===== src/rtl/hardtanh_pkg.sv =====
// hardtanh_pkg
//   Shared types and default widths for the HardTanh job sequencer.
//   state_t  : sequencer state encoding
//   HT_*_W   : default element, address and length widths
package hardtanh_pkg;

  localparam int HT_DATA_W = 32;
  localparam int HT_ADDR_W = 32;
  localparam int HT_LEN_W  = 16;

  typedef enum logic [2:0] {
    IDLE  = 3'd0,
    RUN   = 3'd1,
    DRAIN = 3'd2,
    ABORT = 3'd3,
    DONE  = 3'd4
  } state_t;

endpackage


===== src/rtl/hardtanh_sched_fifo.sv =====
// hardtanh_sched_fifo
//   Synchronous show-ahead FIFO holding lane results until memory accepts them.
//   clk, rst_n  : clock, async active-low reset (pointers and count cleared)
//   flush       : drop all entries; wins over push/pop
//   push/push_data : write an entry
//   pop         : retire head entry (ignored when empty)
//   pop_data    : head entry
//   empty/count : occupancy
module hardtanh_sched_fifo
  import hardtanh_pkg::*;
#(
  parameter int DATA_W = HT_DATA_W,
  parameter int DEPTH  = 8,
  localparam int PTR_W = $clog2(DEPTH),
  localparam int CNT_W = PTR_W + 1
) (
  input  logic              clk,
  input  logic              rst_n,
  input  logic              flush,
  input  logic              push,
  input  logic [DATA_W-1:0] push_data,
  input  logic              pop,
  output logic [DATA_W-1:0] pop_data,
  output logic              empty,
  output logic [CNT_W-1:0]  count
);

  logic [DATA_W-1:0] mem [DEPTH];
  logic [PTR_W-1:0]  wr_ptr_q;
  logic [PTR_W-1:0]  rd_ptr_q;
  logic [CNT_W-1:0]  count_q;
  logic              full;
  logic              do_pop;
  logic              do_push;

  assign empty    = (count_q == '0);
  assign full     = (count_q == CNT_W'(DEPTH));
  assign count    = count_q;
  assign pop_data = mem[rd_ptr_q];

  // A pop in the same cycle frees the slot, so push into a full FIFO is fine then.
  assign do_pop  = pop && !empty && !flush;
  assign do_push = push && (!full || do_pop) && !flush;

  always_ff @(posedge clk) begin
    if (do_push) mem[wr_ptr_q] <= push_data;
  end

  always_ff @(posedge clk or negedge rst_n) begin
    if (!rst_n) begin
      wr_ptr_q <= '0;
      rd_ptr_q <= '0;
      count_q  <= '0;
    end else if (flush) begin
      wr_ptr_q <= '0;
      rd_ptr_q <= '0;
      count_q  <= '0;
    end else begin
      if (do_push) wr_ptr_q <= wr_ptr_q + PTR_W'(1);
      if (do_pop)  rd_ptr_q <= rd_ptr_q + PTR_W'(1);
      case ({do_push, do_pop})
        2'b10:   count_q <= count_q + CNT_W'(1);
        2'b01:   count_q <= count_q - CNT_W'(1);
        default: count_q <= count_q;
      endcase
    end
  end

  // Credit accounting upstream must make overflow unreachable.
  always_ff @(posedge clk) begin
    if (rst_n && !flush) assert (!(push && full && !pop));
  end

endmodule


===== src/rtl/hardtanh_job_sched.sv =====
// hardtanh_job_sched
//   Sequences one HardTanh job: reads src_base.., feeds the fixed-latency lane,
//   buffers lane results and writes them to dst_base...
//   clk, rst_n                 : clock, async active-low reset
//   cfg_start/cfg_abort        : job start / abort pulses
//   cfg_src_base/cfg_dst_base  : first read / write word address
//   cfg_len, cfg_min, cfg_max  : element count and clamp bounds
//   busy, done, err            : status (done/err are 1-cycle pulses)
//   rd_req/rd_addr/rd_gnt      : read request channel
//   rd_rvalid/rd_rdata         : in-order read return
//   dp_valid_in/dp_data_in     : lane input
//   dp_min/dp_max              : latched clamp bounds for the lane
//   dp_valid_out/dp_data_out   : lane result (no backpressure)
//   wr_req/wr_addr/wr_data/wr_gnt : write request channel
//
//   state | meaning
//   IDLE  | waiting for cfg_start; returning data ignored
//   RUN   | issuing reads under credit, writing results back
//   DRAIN | all reads issued, writing remaining results
//   ABORT | no new requests, FIFO flushed, waiting for in-flight data to drain
//   DONE  | single cycle: done pulse (err too if the job was aborted)
module hardtanh_job_sched
  import hardtanh_pkg::*;
#(
  parameter int DATA_W     = HT_DATA_W,
  parameter int ADDR_W     = HT_ADDR_W,
  parameter int LEN_W      = HT_LEN_W,
  parameter int DP_LAT     = 2,
  parameter int FIFO_DEPTH = 8
) (
  input  logic              clk,
  input  logic              rst_n,
  input  logic              cfg_start,
  input  logic              cfg_abort,
  input  logic [ADDR_W-1:0] cfg_src_base,
  input  logic [ADDR_W-1:0] cfg_dst_base,
  input  logic [LEN_W-1:0]  cfg_len,
  input  logic [DATA_W-1:0] cfg_min,
  input  logic [DATA_W-1:0] cfg_max,
  output logic              busy,
  output logic              done,
  output logic              err,
  output logic              rd_req,
  output logic [ADDR_W-1:0] rd_addr,
  input  logic              rd_gnt,
  input  logic              rd_rvalid,
  input  logic [DATA_W-1:0] rd_rdata,
  output logic              dp_valid_in,
  output logic [DATA_W-1:0] dp_data_in,
  output logic [DATA_W-1:0] dp_min,
  output logic [DATA_W-1:0] dp_max,
  input  logic              dp_valid_out,
  input  logic [DATA_W-1:0] dp_data_out,
  output logic              wr_req,
  output logic [ADDR_W-1:0] wr_addr,
  output logic [DATA_W-1:0] wr_data,
  input  logic              wr_gnt
);

  localparam int CNT_W = $clog2(FIFO_DEPTH) + 1;
  localparam logic [CNT_W:0] DEPTH_LIM = (CNT_W + 1)'(FIFO_DEPTH);

  state_t            state_q, state_d;
  logic [ADDR_W-1:0] src_q, dst_q;
  logic [LEN_W-1:0]  len_q, issued_q, written_q;
  logic [DATA_W-1:0] min_q, max_q;
  logic [CNT_W-1:0]  inflight_q;
  logic              dpv_q;
  logic [DATA_W-1:0] dpd_q;
  logic              err_q;
  logic              aborted_q;

  logic              start_ok, start_rej;
  logic              bounds_bad;
  logic [DATA_W-1:0] min_key, max_key;
  logic [CNT_W:0]    credit_sum;
  logic              credit_ok;
  logic              rd_fire, wr_fire;
  logic              lane_ret;
  logic              job_live;
  logic              fifo_push, fifo_flush, fifo_empty;
  logic [CNT_W-1:0]  fifo_count;
  logic [DATA_W-1:0] fifo_head;

  // Bounds are IEEE bit patterns: map sign-magnitude onto an unsigned order
  // (negatives inverted, positives offset above them) before comparing.
  assign min_key    = cfg_min[DATA_W-1] ? ~cfg_min : {1'b1, cfg_min[DATA_W-2:0]};
  assign max_key    = cfg_max[DATA_W-1] ? ~cfg_max : {1'b1, cfg_max[DATA_W-2:0]};
  assign bounds_bad = (min_key > max_key);

  // inflight counts granted reads until their lane result lands in the FIFO,
  // so the sum below is every result the FIFO may still have to absorb.
  assign credit_sum = {1'b0, fifo_count} + {1'b0, inflight_q};
  assign credit_ok  = (credit_sum < DEPTH_LIM);

  assign job_live = (state_q == RUN) || (state_q == DRAIN);

  assign rd_req  = (state_q == RUN) && (issued_q != len_q) && credit_ok;
  assign rd_addr = src_q + ADDR_W'(issued_q);
  assign rd_fire = rd_req && rd_gnt;

  assign wr_req  = job_live && !fifo_empty;
  assign wr_addr = dst_q + ADDR_W'(written_q);
  assign wr_data = wr_req ? fifo_head : '0;
  assign wr_fire = wr_req && wr_gnt;

  assign lane_ret   = dp_valid_out && (state_q != IDLE) && (inflight_q != '0);
  assign fifo_push  = dp_valid_out && job_live;
  assign fifo_flush = (state_q == ABORT);

  assign dp_valid_in = dpv_q;
  assign dp_data_in  = dpd_q;
  assign dp_min      = min_q;
  assign dp_max      = max_q;
  assign err         = err_q || ((state_q == DONE) && aborted_q);

  always_comb begin
    state_d   = state_q;
    busy      = 1'b0;
    done      = 1'b0;
    start_ok  = 1'b0;
    start_rej = 1'b0;
    case (state_q)
      IDLE: begin
        if (cfg_start) begin
          if (bounds_bad) begin
            start_rej = 1'b1;
          end else begin
            start_ok = 1'b1;
            state_d  = (cfg_len == '0) ? DONE : RUN;
          end
        end
      end
      RUN: begin
        busy = 1'b1;
        if (cfg_abort)              state_d = ABORT;
        else if (issued_q == len_q) state_d = DRAIN;
      end
      DRAIN: begin
        busy = 1'b1;
        if (cfg_abort)               state_d = ABORT;
        else if (written_q == len_q) state_d = DONE;
      end
      ABORT: begin
        busy = 1'b1;
        if (inflight_q == '0) state_d = DONE;
      end
      DONE: begin
        busy    = 1'b1;
        done    = 1'b1;
        state_d = IDLE;
      end
      default: state_d = IDLE;
    endcase
  end

  always_ff @(posedge clk or negedge rst_n) begin
    if (!rst_n) begin
      state_q <= IDLE;
      err_q   <= 1'b0;
    end else begin
      state_q <= state_d;
      err_q   <= start_rej;
    end
  end

  always_ff @(posedge clk or negedge rst_n) begin
    if (!rst_n) begin
      src_q     <= '0;
      dst_q     <= '0;
      len_q     <= '0;
      min_q     <= '0;
      max_q     <= '0;
      issued_q  <= '0;
      written_q <= '0;
      aborted_q <= 1'b0;
    end else if (start_ok) begin
      src_q     <= cfg_src_base;
      dst_q     <= cfg_dst_base;
      len_q     <= cfg_len;
      min_q     <= cfg_min;
      max_q     <= cfg_max;
      issued_q  <= '0;
      written_q <= '0;
      aborted_q <= 1'b0;
    end else begin
      if (rd_fire) issued_q  <= issued_q + LEN_W'(1);
      if (wr_fire) written_q <= written_q + LEN_W'(1);
      if (state_d == ABORT) aborted_q <= 1'b1;
    end
  end

  always_ff @(posedge clk or negedge rst_n) begin
    if (!rst_n) begin
      inflight_q <= '0;
    end else begin
      case ({rd_fire, lane_ret})
        2'b10:   inflight_q <= inflight_q + CNT_W'(1);
        2'b01:   inflight_q <= inflight_q - CNT_W'(1);
        default: inflight_q <= inflight_q;
      endcase
    end
  end

  // Data keeps flowing through the lane during ABORT so inflight can drain;
  // the results are simply not pushed.
  always_ff @(posedge clk or negedge rst_n) begin
    if (!rst_n) begin
      dpv_q <= 1'b0;
      dpd_q <= '0;
    end else begin
      dpv_q <= rd_rvalid && (state_q != IDLE);
      if (rd_rvalid) dpd_q <= rd_rdata;
    end
  end

  always_ff @(posedge clk) begin
    if (rst_n) assert (FIFO_DEPTH >= DP_LAT + 2);
  end

  hardtanh_sched_fifo #(
    .DATA_W (DATA_W),
    .DEPTH  (FIFO_DEPTH)
  ) u_fifo (
    .clk       (clk),
    .rst_n     (rst_n),
    .flush     (fifo_flush),
    .push      (fifo_push),
    .push_data (dp_data_out),
    .pop       (wr_fire),
    .pop_data  (fifo_head),
    .empty     (fifo_empty),
    .count     (fifo_count)
  );

endmodule


===== config.mk =====
export PLATFORM = sky130hd
export DESIGN_NAME = hardtanh_job_sched
export DESIGN_NICKNAME = d
export VERILOG_FILES = /design/src/rtl/hardtanh_pkg.sv /design/src/rtl/hardtanh_sched_fifo.sv /design/src/rtl/hardtanh_job_sched.sv
export SDC_FILE = /design/constraint.sdc
export NUM_CORES = 1
export LEC_CHECK = 0
export CAP_MARGIN = 20
export CORE_MARGIN = 2
export CORE_UTILIZATION = 53
export DETAILED_ROUTE_END_ITERATION = 8
export PLACE_DENSITY = 0.79
export REMOVE_ABC_BUFFERS = 1
export SETUP_SLACK_MARGIN = 0.2
export SLEW_MARGIN = 20
export SYNTH_ARGS = -nofsm -noshare
export SYNTH_HDL_FRONTEND = slang
export SYNTH_HIERARCHICAL = 1
export SYNTH_SLANG_ARGS = --single-unit

===== constraint.sdc =====
create_clock -name clk -period 5.69 [get_ports clk]
set_input_delay 1.138 -clock clk [delete_from_list [all_inputs] [get_ports clk]]
set_output_delay 1.138 -clock clk [all_outputs]
set_load 0.05 [all_outputs]

# After elaboration in Yosys (flattened, before gate mapping)

Memory sizes are Yosys's and may differ from the RTL's.
Index checks and enable logic that the tools add are counted.

Register bits after elaboration: 228
RAM bits: 256
Input port bits: 216
Output and inout bits: 198
Memories kept: 1

Memory list:

| memory     | depth | width | rd ports | clocked after memory_dff | write ports | RTL line                  | RTL |
|---|---|---|---|---|---|---|---|
| u_fifo.mem | 8     | 32    | 1        | 0                        | 1           | hardtanh_sched_fifo.sv:28 | `logic [DATA_W-1:0] mem [DEPTH];` |

$add $sub $neg: 11
Magnitude comparators: 2
Equal/unequal tests: 13
Muxes and demuxes: 35
Bitwise logic cells: 2
Reduce and logical (&&, ||, !) cells: 34

Operators with widths:

| cell                  | number |
|---|---|
| $mux 32               | 3 |
| $add 32x16->32        | 2 |
| $mux 16               | 4 |
| $not 32->32           | 2 |
| $mux 3                | 12 |
| $add 16x1->16 const B | 2 |
| $eq 16x16->1          | 2 |
| $gt 32x32->1          | 1 |
| $logic_not 16->1      | 1 |
| $ne 16x16->1          | 1 |
| $pmux 4 s2            | 2 |
| $logic_and 1x1->1     | 14 |
| $mux 1                | 12 |
| $pmux 3 s4            | 1 |
| $reduce_bool 2->1     | 6 |
| $eq 3x2->1 const B    | 3 |
| $add 4x1->4 const B   | 2 |
| $logic_not 4->1       | 2 |
| $sub 4x1->4 const B   | 2 |
| $add 3x1->3 const B   | 2 |
| $reduce_bool 3->1     | 2 |
| $add 4x4->5           | 1 |
| $lt 5x4->1 const B    | 1 |
| $eq 2x1->1 const B    | 2 |
| other kinds (10)      | 15 |

# Logic depth before layout (Yosys ltp)

Gate-level depths: netlist (run 1).

Depth after elaboration: 12
Depth in mapped cells: 14
Mapped depth without buffers: 11

# Modules after synthesis

The synthesis (run 1) kept the hierarchy.

By module, submodules not included:

| module              | instances | cells each | area each (µm²) |
|---|---|---|---|
| hardtanh_job_sched  | 1         | 1132       | 12688.4 |
| hardtanh_sched_fifo | 1         | 449        | 10297.4 |

# Least setup slack after synthesis (run 1)

OpenSTA, ideal clock, no wires.

Path kind: input-to-reg
Start: in wr_gnt
End: mem u_fifo/mem[3][0] in the netlist's numbering (enable)
Data arrival time: 4.519 ns
Setup slack: 0.710 ns
Cell stages on the path: 6
Path buffers: 1
Cell sequence: nor4b_2 -> clkbuf_1 -> nor2_1 -> a31oi_1 -> nand2_1 -> nor3_1

Longest elaborated chain between the ends: 8

Ends and longest elaborated chain:

| what                            | RTL line                  | RTL |
|---|---|---|
| from (decl)                     | hardtanh_job_sched.sv:57  | `input logic wr_gnt` |
| $logic_and 1x1->1               | hardtanh_job_sched.sv:105 | `assign wr_fire = wr_req && wr_gnt;` |
| $logic_and 1x1->1 (2 in series) | hardtanh_sched_fifo.sv:42 | `assign do_pop = pop && !empty && !flush;` |
| $logic_or 1x1->1                | hardtanh_sched_fifo.sv:43 | `assign do_push = push && (!full \|\| do_pop) && !flush;` |
| $logic_and 1x1->1 (2 in series) | hardtanh_sched_fifo.sv:43 |  |
| $mux 1                          | hardtanh_sched_fifo.sv:46 | `if (do_push) mem[wr_ptr_q] <= push_data;` |
| $mux 1 (implied by the code)    | hardtanh_sched_fifo.sv:46 |  |
| to (decl)                       | hardtanh_sched_fifo.sv:28 |  |

Every way passes these cells.

# Final worst setup path (run 1)

Start: reg written_q[10]
End: out wr_addr[29]

Longest elaborated chain between the ends: 1

Ends and longest elaborated chain:

| what                   | RTL line                  | RTL |
|---|---|---|
| from (decl)            | hardtanh_job_sched.sv:65  | `logic [LEN_W-1:0] len_q, issued_q, written_q;` |
| from (signal assigned) | hardtanh_job_sched.sv:188 | `if (wr_fire) written_q <= written_q + LEN_W'(1);` |
| $add 32x16->32         | hardtanh_job_sched.sv:103 | `assign wr_addr = dst_q + ADDR_W'(written_q);` |
| to (decl)              | hardtanh_job_sched.sv:55  | `output logic [ADDR_W-1:0] wr_addr,` |

Every way passes these cells.

==> results of run 1 <==
==> final cells by class <==
type | count | area, sq um
Multi-Input combinational cell | 1007 | 9195
Sequential cell | 484 | 13400
Tap cell | 585 | 732.0
Timing Repair Buffer | 443 | 4444
Inverter | 26 | 97.59
Clock inverter | 25 | 229.0
Fill cell | 3006 | 13470
Clock buffer | 66 | 1393
Antenna cell | 9 | 22.52
==> flip-flops by register name, summed over array words and instances (netlist names) <==
signal and cells:
u_fifo/count 4, written_q 16, inflight_q 4, u_fifo/wr_ptr_q 3, dst_q 32, dp_data_in 32, dp_valid_in 1, src_q 32
err_q 1, dp_min 32, state_q 3, issued_q 16, u_fifo/rd_ptr_q 3, len_q 16, dp_max 32, u_fifo/mem 256
aborted_q 1
==> metrics by stage <==
step           setup WS [ns]  hold slack [ns]  std cells
6_report              0.4024           0.4886       2645
2_1_floorplan         -5.747           0.4651       1517
3_3_place_gp          0.7280           0.4689       2545
5_1_grt               0.2024           0.4992       2643
3_5_place_dp          0.6801           0.4776       2545
4_1_cts               0.2056           0.4852       2636
==> critical path: cells and delay by family (launching register included) <==
| kind | cells | cell delay, ns |
|---|---|---|
| adders and majority gates | 1 | 0.37 |
| xor gates and xnor gates | 1 | 0.16 |
| buffers and inverters | 2 | 1.04 |
| AOI/OAI and AO/OA | 5 | 1.55 |
| DFF | 1 | 0.45 |
==> power by group <==
part | internal, mW | switching [mW]
combinational | 2.17 | 3.54
sequential | 4.38 | 0.582
clock | 1.82 | 1.39
==> worst max-delay path by stage <==
stage	end	slack [ns]	cells after the start
2_1_floorplan	dp_max[25]	-5.75	9
3_3_place_gp	dp_min[29]	0.73	11
3_5_place_dp	dp_max[27]	0.68	11
4_1_cts	rd_addr[26]	0.21	11
5_1_grt	wr_addr[26]	0.20	11
6_report	wr_addr[29]	0.40	9
==> cell usage after synthesis, types with 7 or more instances <==
master    instances
edfxtp_1        256
inv_1            26
mux2_2          137
buf_2            13
xor2_1           84
ha_1             76
dfrtp_1         228
nor2_1           88
and2_1           36
mux4_2           64
a211oi_1         14
a21oi_1          35
nor3_1           23
buf_6            13
nor4_1           15
xnor2_1         105
a21o_1           22
clkbuf_1         26
o211ai_1         12
nand2_1          45
o21ai_0          24
nand3_1          26
o21a_1           11
nand4_1          24
and3_1           17
mux2_1           72
buf_1             7
nor2b_1           7
==> kinds of logic after synthesis <==
group,after synthesis,share of synthesized area (%)
flip-flops,484,58.27
adder cells (fa/ha/maj),80,4.485
XOR/XNOR,189,7.202
buffers and inverters,90,2.047
AND/OR/NAND/NOR,303,6.641
AO/OA/AOI/OAI,157,4.632
multiplexers,278,16.73
==> what timing repair did <==
action                                  in CTS  in global routing
resized for setup                            3                 22
endpoints found under the hold margin        0                  0
endpoints found under the setup margin       3                 24
==> per-layer routing <==
metal	routed length, um	up-vias
met3	4154	84
met2	30380	433
met4	1384	0
li1	-	6783
met5	0	-
met1	21820	7461
==> metrics.yaml, run 1 <==
run_status:
  status: "complete, no violations"
placement:
  port_buffers: 413
  place_congestion: 0.8690
  dpl.hpwl_mm: 40.09
  dpl_cell_area_sq_um: 27820
routing:
  drt_first_pass_iters: 5
  wire_per_inst_um: 21.83
  post_drt_via_cell_ratio: 5.581
  route.detailed.drc: 0
  ant_nets: 0
  drt-total-wl_mm: 57.74
  num_vias: 14760
  drt_iter0_drc: 880
sta:
  period_needed_ns: 5.288
  timing.final.max_slew_violations: 0
  clock_skew_ns: 0.02377
  rsz0062_at_grt: "no"
  finalHoldViolCount: 0
  setup_tns_ns: 0
  tightest_slew_ns: 0.8894
  max_freq_ghz: 0.1891
  max-slew-margin-rel_pct: 39.17
  setup_viol_count_final: 0
  min_period_over_period_pct: 92.93
cts:
  insertion_delay_ns: 0.60
  cts_setup_buffers: 0
  path_clk_slew_ns: 0.06
  clk_path_buf_depth: 3
  cts_hold_buffers: 0
  cts_buffers: 50
  cts_tree: "yes"
  cts_root_buf: "clkbuf_16"
  cts_sinks: 484
  cts_htree_levels: 2
worst_hold_path:
  min_path_type: "in2async"
setup_path:
  worstReg2RegEnd: "inflight_q[3]"
  cpMaxStageDelayCell: "clkdlybuf4s50_1"
  crit_start: "written_q[10]"
  critPathMaxFanout: 7
  r2r_cells: 12
  required_ns: 4.55
  start_kind: "register"
  crit_path_end_kind: "output pin"
  r2r-start: "u_fifo/count[1]"
  cpMostUsedCell: "a211oi_1"
  slowest_delay_ns: 0.84
  crit_type: "reg2out"
  cp.arrival_ns: 4.15
  worstPathCellList: "ha_1 > a2111oi_0 > o2bb2ai_1 > a211oi_1 > o31ai_1 > buf_4 > a211oi_1 > xor2_1 > clkdlybuf4s50_1"
  r2r_slack_ns: 2.25
job:
  maxCapViolations: 0
power_and_ir_drop:
  p_per_area_nw_per_um2: 470.4
  ir_drop_uv: 418.6
  leakagePower_nw: 11.47
  total_power_mw: 13.88
final_layout:
  final_core_utilization_pct: 68.66
  mostFrequentLayoutCell: "clkdlybuf4s50_1"
  area.growth.synth_to_final_pct: 28.39
  final_area_sq_um: 29510
  most-common-layout-cells: "clkdlybuf4s50_1 (388), edfxtp_1 (256), dfrtp_1 (226), mux2_2 (137), xnor2_1 (105)"
  nets: 2308
  drive_gt1_share_pct: 15.94
floorplanning:
  start_util_pct: 53.48
  core_area_sq_um: 42980
  die-area_sq_um: 45050
  rows: 76
  io_pins: 414
  die_width_um: 212.3
  die_h_um: 212.3
global_route:
  met1_usage_pct: 30.22
  antenna_found_initial: 9
  met3_usage_pct: 6.795
  grt_max_degree: 67
  grt_pass1_wl_mm: 89.04
  grt-ovfl-total: 0
  gr-usage-met2_pct: 46.23
  grt_use_total_pct: 25.84
  top_usage_layer: "met2"
  first_global_vias: 15750
synthesis:
  synth_cells: 1581
  syn_area_sq_um: 22990
  synth_area_leaders: "edfxtp_1 (33%), dfrtp_1 (25%), mux2_2 (6.7%)"
  synth-edff-count: 256
  yosysTopAreaCell: "edfxtp_1"
  ys_seq_area_share_pct: 58.27
  synth.top_cell.area_share_pct: 33.44
  synth_cell_types: 63
  synth_area_per_cell_sq_um: 14.54
  synth_seq_cells: 484
  async_flop_share_pct: 47.11
  synth_flop_cell: "edfxtp_1"
  yosys_warnings: 6
No activity file was read; power rests on OpenSTA's default activity.
==> inputs of run 2 (changes only) <==
--- a/config.mk
+++ b/config.mk
@@ -10,6 +10,7 @@
 export CORE_UTILIZATION = 53
 export DETAILED_ROUTE_END_ITERATION = 8
 export PLACE_DENSITY = 0.79
+export RECOVER_POWER = 100
 export REMOVE_ABC_BUFFERS = 1
 export SETUP_SLACK_MARGIN = 0.2
 export SLEW_MARGIN = 20
==> run 2 against run 1 <==
Setup slack got worse by 0.068 ns. Via count down 0.13%. First-iteration DRC count rose by 5.5%. Critical path type unchanged. Combinational power down 5.3%. Worst hold slack worse by 0.0057 ns. Largest cell class unchanged. The flow now finishes with violations (capacitance limit, slew limit). Sequential share of layout area grew 0.51 points. Clock power hardly changed. Total power decreased by 2.2%. Highest routed layer is now met5. Cell area decreased by 1.1%. Clock skew shrank 0.00056 ns. Maximum frequency down 1.3%. Sequential power about the same.
==> metrics.yaml, run 2 (synthesis gave the netlist of run 1 again) <==
routing:
  num_vias: 14740  # -0.13%
  post_drt_via_cell_ratio: 5.569  # -0.20%
  drt_iter0_drc: 928  # +5.5%
  wire_per_inst_um: 21.83  # about the same
  route.detailed.drc: 0  # unchanged
  ant_nets: 0  # unchanged
  drt-total-wl_mm: 57.78  # about the same
  drt_first_pass_iters: 5  # unchanged
setup_path:
  required_ns: 4.55  # about the same
  r2r_cells: 9  # -3
  start_kind: "register"
  crit_path_end_kind: "output pin"
  critPathMaxFanout: 8  # +1
  crit_type: "reg2out"
  cp.arrival_ns: 4.22  # +0.07 ns
  worstReg2RegEnd: "u_fifo/mem[0][6]"
  r2r-start: "u_fifo/count[0]"
  crit_path_end: "rd_addr[17]"
  r2r_slack_ns: 0.84  # -1.41 ns
  crit_start: "issued_q[1]"
sta:
  rsz0062_at_grt: "no"
  tightest_slew_ns: 3.627  # +2.738 ns
  finalHoldViolCount: 0  # unchanged
  clock_skew_ns: 0.02321  # -0.0005581 ns
  timing.final.max_slew_violations: 296  # +296
  max_freq_ghz: 0.1867  # -1.3%
  hold_ws_ns: 0.4829  # -0.005665 ns
  worst_slack_ns: 0.3347  # -0.06768 ns
  setup_viol_count_final: 0  # unchanged
  period_needed_ns: 5.355  # +0.06768 ns
  max-slew-margin-rel_pct: -141.8  # -180 points
  min_period_over_period_pct: 94.12  # +1.2 points
power_and_ir_drop:
  leakagePower_nw: 11.35  # -0.97%
  ir_drop_uv: 403.0  # -3.7%
  p_per_area_nw_per_um2: 465.1  # -1.1%
  total_power_mw: 13.57  # -2.2%
cts:
  cts_buffers: 50  # unchanged
  clk_path_buf_depth: 3  # unchanged
  path_clk_slew_ns: 0.07  # about the same
  cts_setup_buffers: 0  # unchanged
  cts_root_buf: "clkbuf_16"
  insertion_delay_ns: 0.60  # about the same
  cts_htree_levels: 2  # unchanged
  cts_tree: "yes"
  cts_sinks: 484  # unchanged
floorplanning:
  start_util_pct: 53.48  # unchanged
  io_pins: 414  # unchanged
  die_h_um: 212.3  # unchanged
  die_width_um: 212.3  # unchanged
  rows: 76  # unchanged
  die-area_sq_um: 45050  # unchanged
  core_area_sq_um: 42980  # unchanged
run_status:
  status: "finished with violations"
  violations: "capacitance limit, slew limit"
final_layout:
  final_core_utilization_pct: 67.88  # -0.78 points
  regMostFlops: "u_fifo/mem"
  most-common-layout-cells: "edfxtp_1 (256), dfrtp_1 (226), dlygate4sd3_1 (206), clkdlybuf4s50_1 (182), mux2_2 (137)"
  n_fill_cell: 3075  # +2.3%
  nets: 2308  # unchanged
  mostFrequentLayoutCell: "edfxtp_1"
  largest_register_ffs: 256  # unchanged
  final_area_sq_um: 29180  # -1.1%
  drive_gt1_share_pct: 14.77  # -1.2 points
  area.growth.synth_to_final_pct: 26.93
placement:
  dpl.hpwl_mm: 40.09  # unchanged
  pre_cts_ws_ns: 0.6801  # unchanged
  place_congestion: 0.8690  # unchanged
  port_buffers: 413  # unchanged
  dpl_cell_area_sq_um: 27820  # unchanged
global_route:
  grt-ovfl-total: 0  # unchanged
  grt_max_degree: 67  # unchanged
  first_global_vias: 15750  # unchanged
  grt_pass1_wl_mm: 89.04  # unchanged
  grt_use_total_pct: 25.84  # unchanged
  antenna_found_initial: 13  # +4
worst_hold_path:
  min_path_type: "reg2reg"
job:
  maxCapViolations: 9  # +9
## run 2: worst min path at each step
stage | start | to | cells after the start
finish | dp_max[16] | dp_max[16] | 1
floorplan | dst_q[15] | dst_q[15] | 1
global route | dp_max[16] | dp_max[16] | 1
detailed placement | dp_max[3] | dp_max[3] | 1
CTS | rst_n | u_fifo/wr_ptr_q[2] | 1
global placement | dp_max[4] | dp_max[4] | 1
## run 2: power by group
part / switching [mW] / leakage [nW] / internal [mW] / total, mW
Sequential: 0.570 / 5.14 / 4.38 / 4.95
Clock: 1.39 / 0.784 / 1.82 / 3.21
Combinational: 3.51 / 5.43 / 1.89 / 5.41
Total: 5.47 / 11.4 / 8.10 / 13.6
## run 2: repair_timing
| item | in CTS | in global routing |
|---|---|---|
| hold buffers | 0 | 0 |
| resized for setup | 3 | 22 |
| hold endpoints to repair | 0 | 0 |
| setup endpoints to repair | 3 | 24 |
## run 2: layout make-up
type | count | area, sq um | share of cell area, %
Clock inverter | 25 | 229.0 | 0.7848
Sequential cell | 484 | 13400 | 45.91
Timing Repair Buffer | 443 | 4161 | 14.26
Antenna cell | 11 | 27.53 | 0.09434
Multi-Input combinational cell | 1007 | 9141 | 31.33
Tap cell | 585 | 732.0 | 2.509
Inverter | 26 | 97.59 | 0.3345
Clock buffer | 66 | 1393 | 4.773
## run 2: critical path, cell delays in order (launching register included)
cell and delay, ns:
dfrtp_1 0.55, ha_1 0.32, a211oi_1 0.37, o21ai_0 0.18, a31o_2 0.26, a311oi_1 0.42, o21ai_1 0.34, nand2_1 0.17
xnor2_1 0.12, dlygate4sd3_1 0.89
## run 2: through the flow
step	instances	setup TNS [ns]
floorplan	1517	-984.35
global placement	2545	0
detailed placement	2545	0
CTS	2636	0
global route	2643	0
finish	2647	0
## run 2: metal layers
layer	vias to the layer above	share of wire, %	wire [um]	global-route usage, %
met5	-	0.047	27	0
met4	4	2.6	1482	8.585
met3	90	7.2	4137	6.795
met2	440	52	30280	46.23
met1	7433	38	21860	30.22
li1	6775	-	-	-
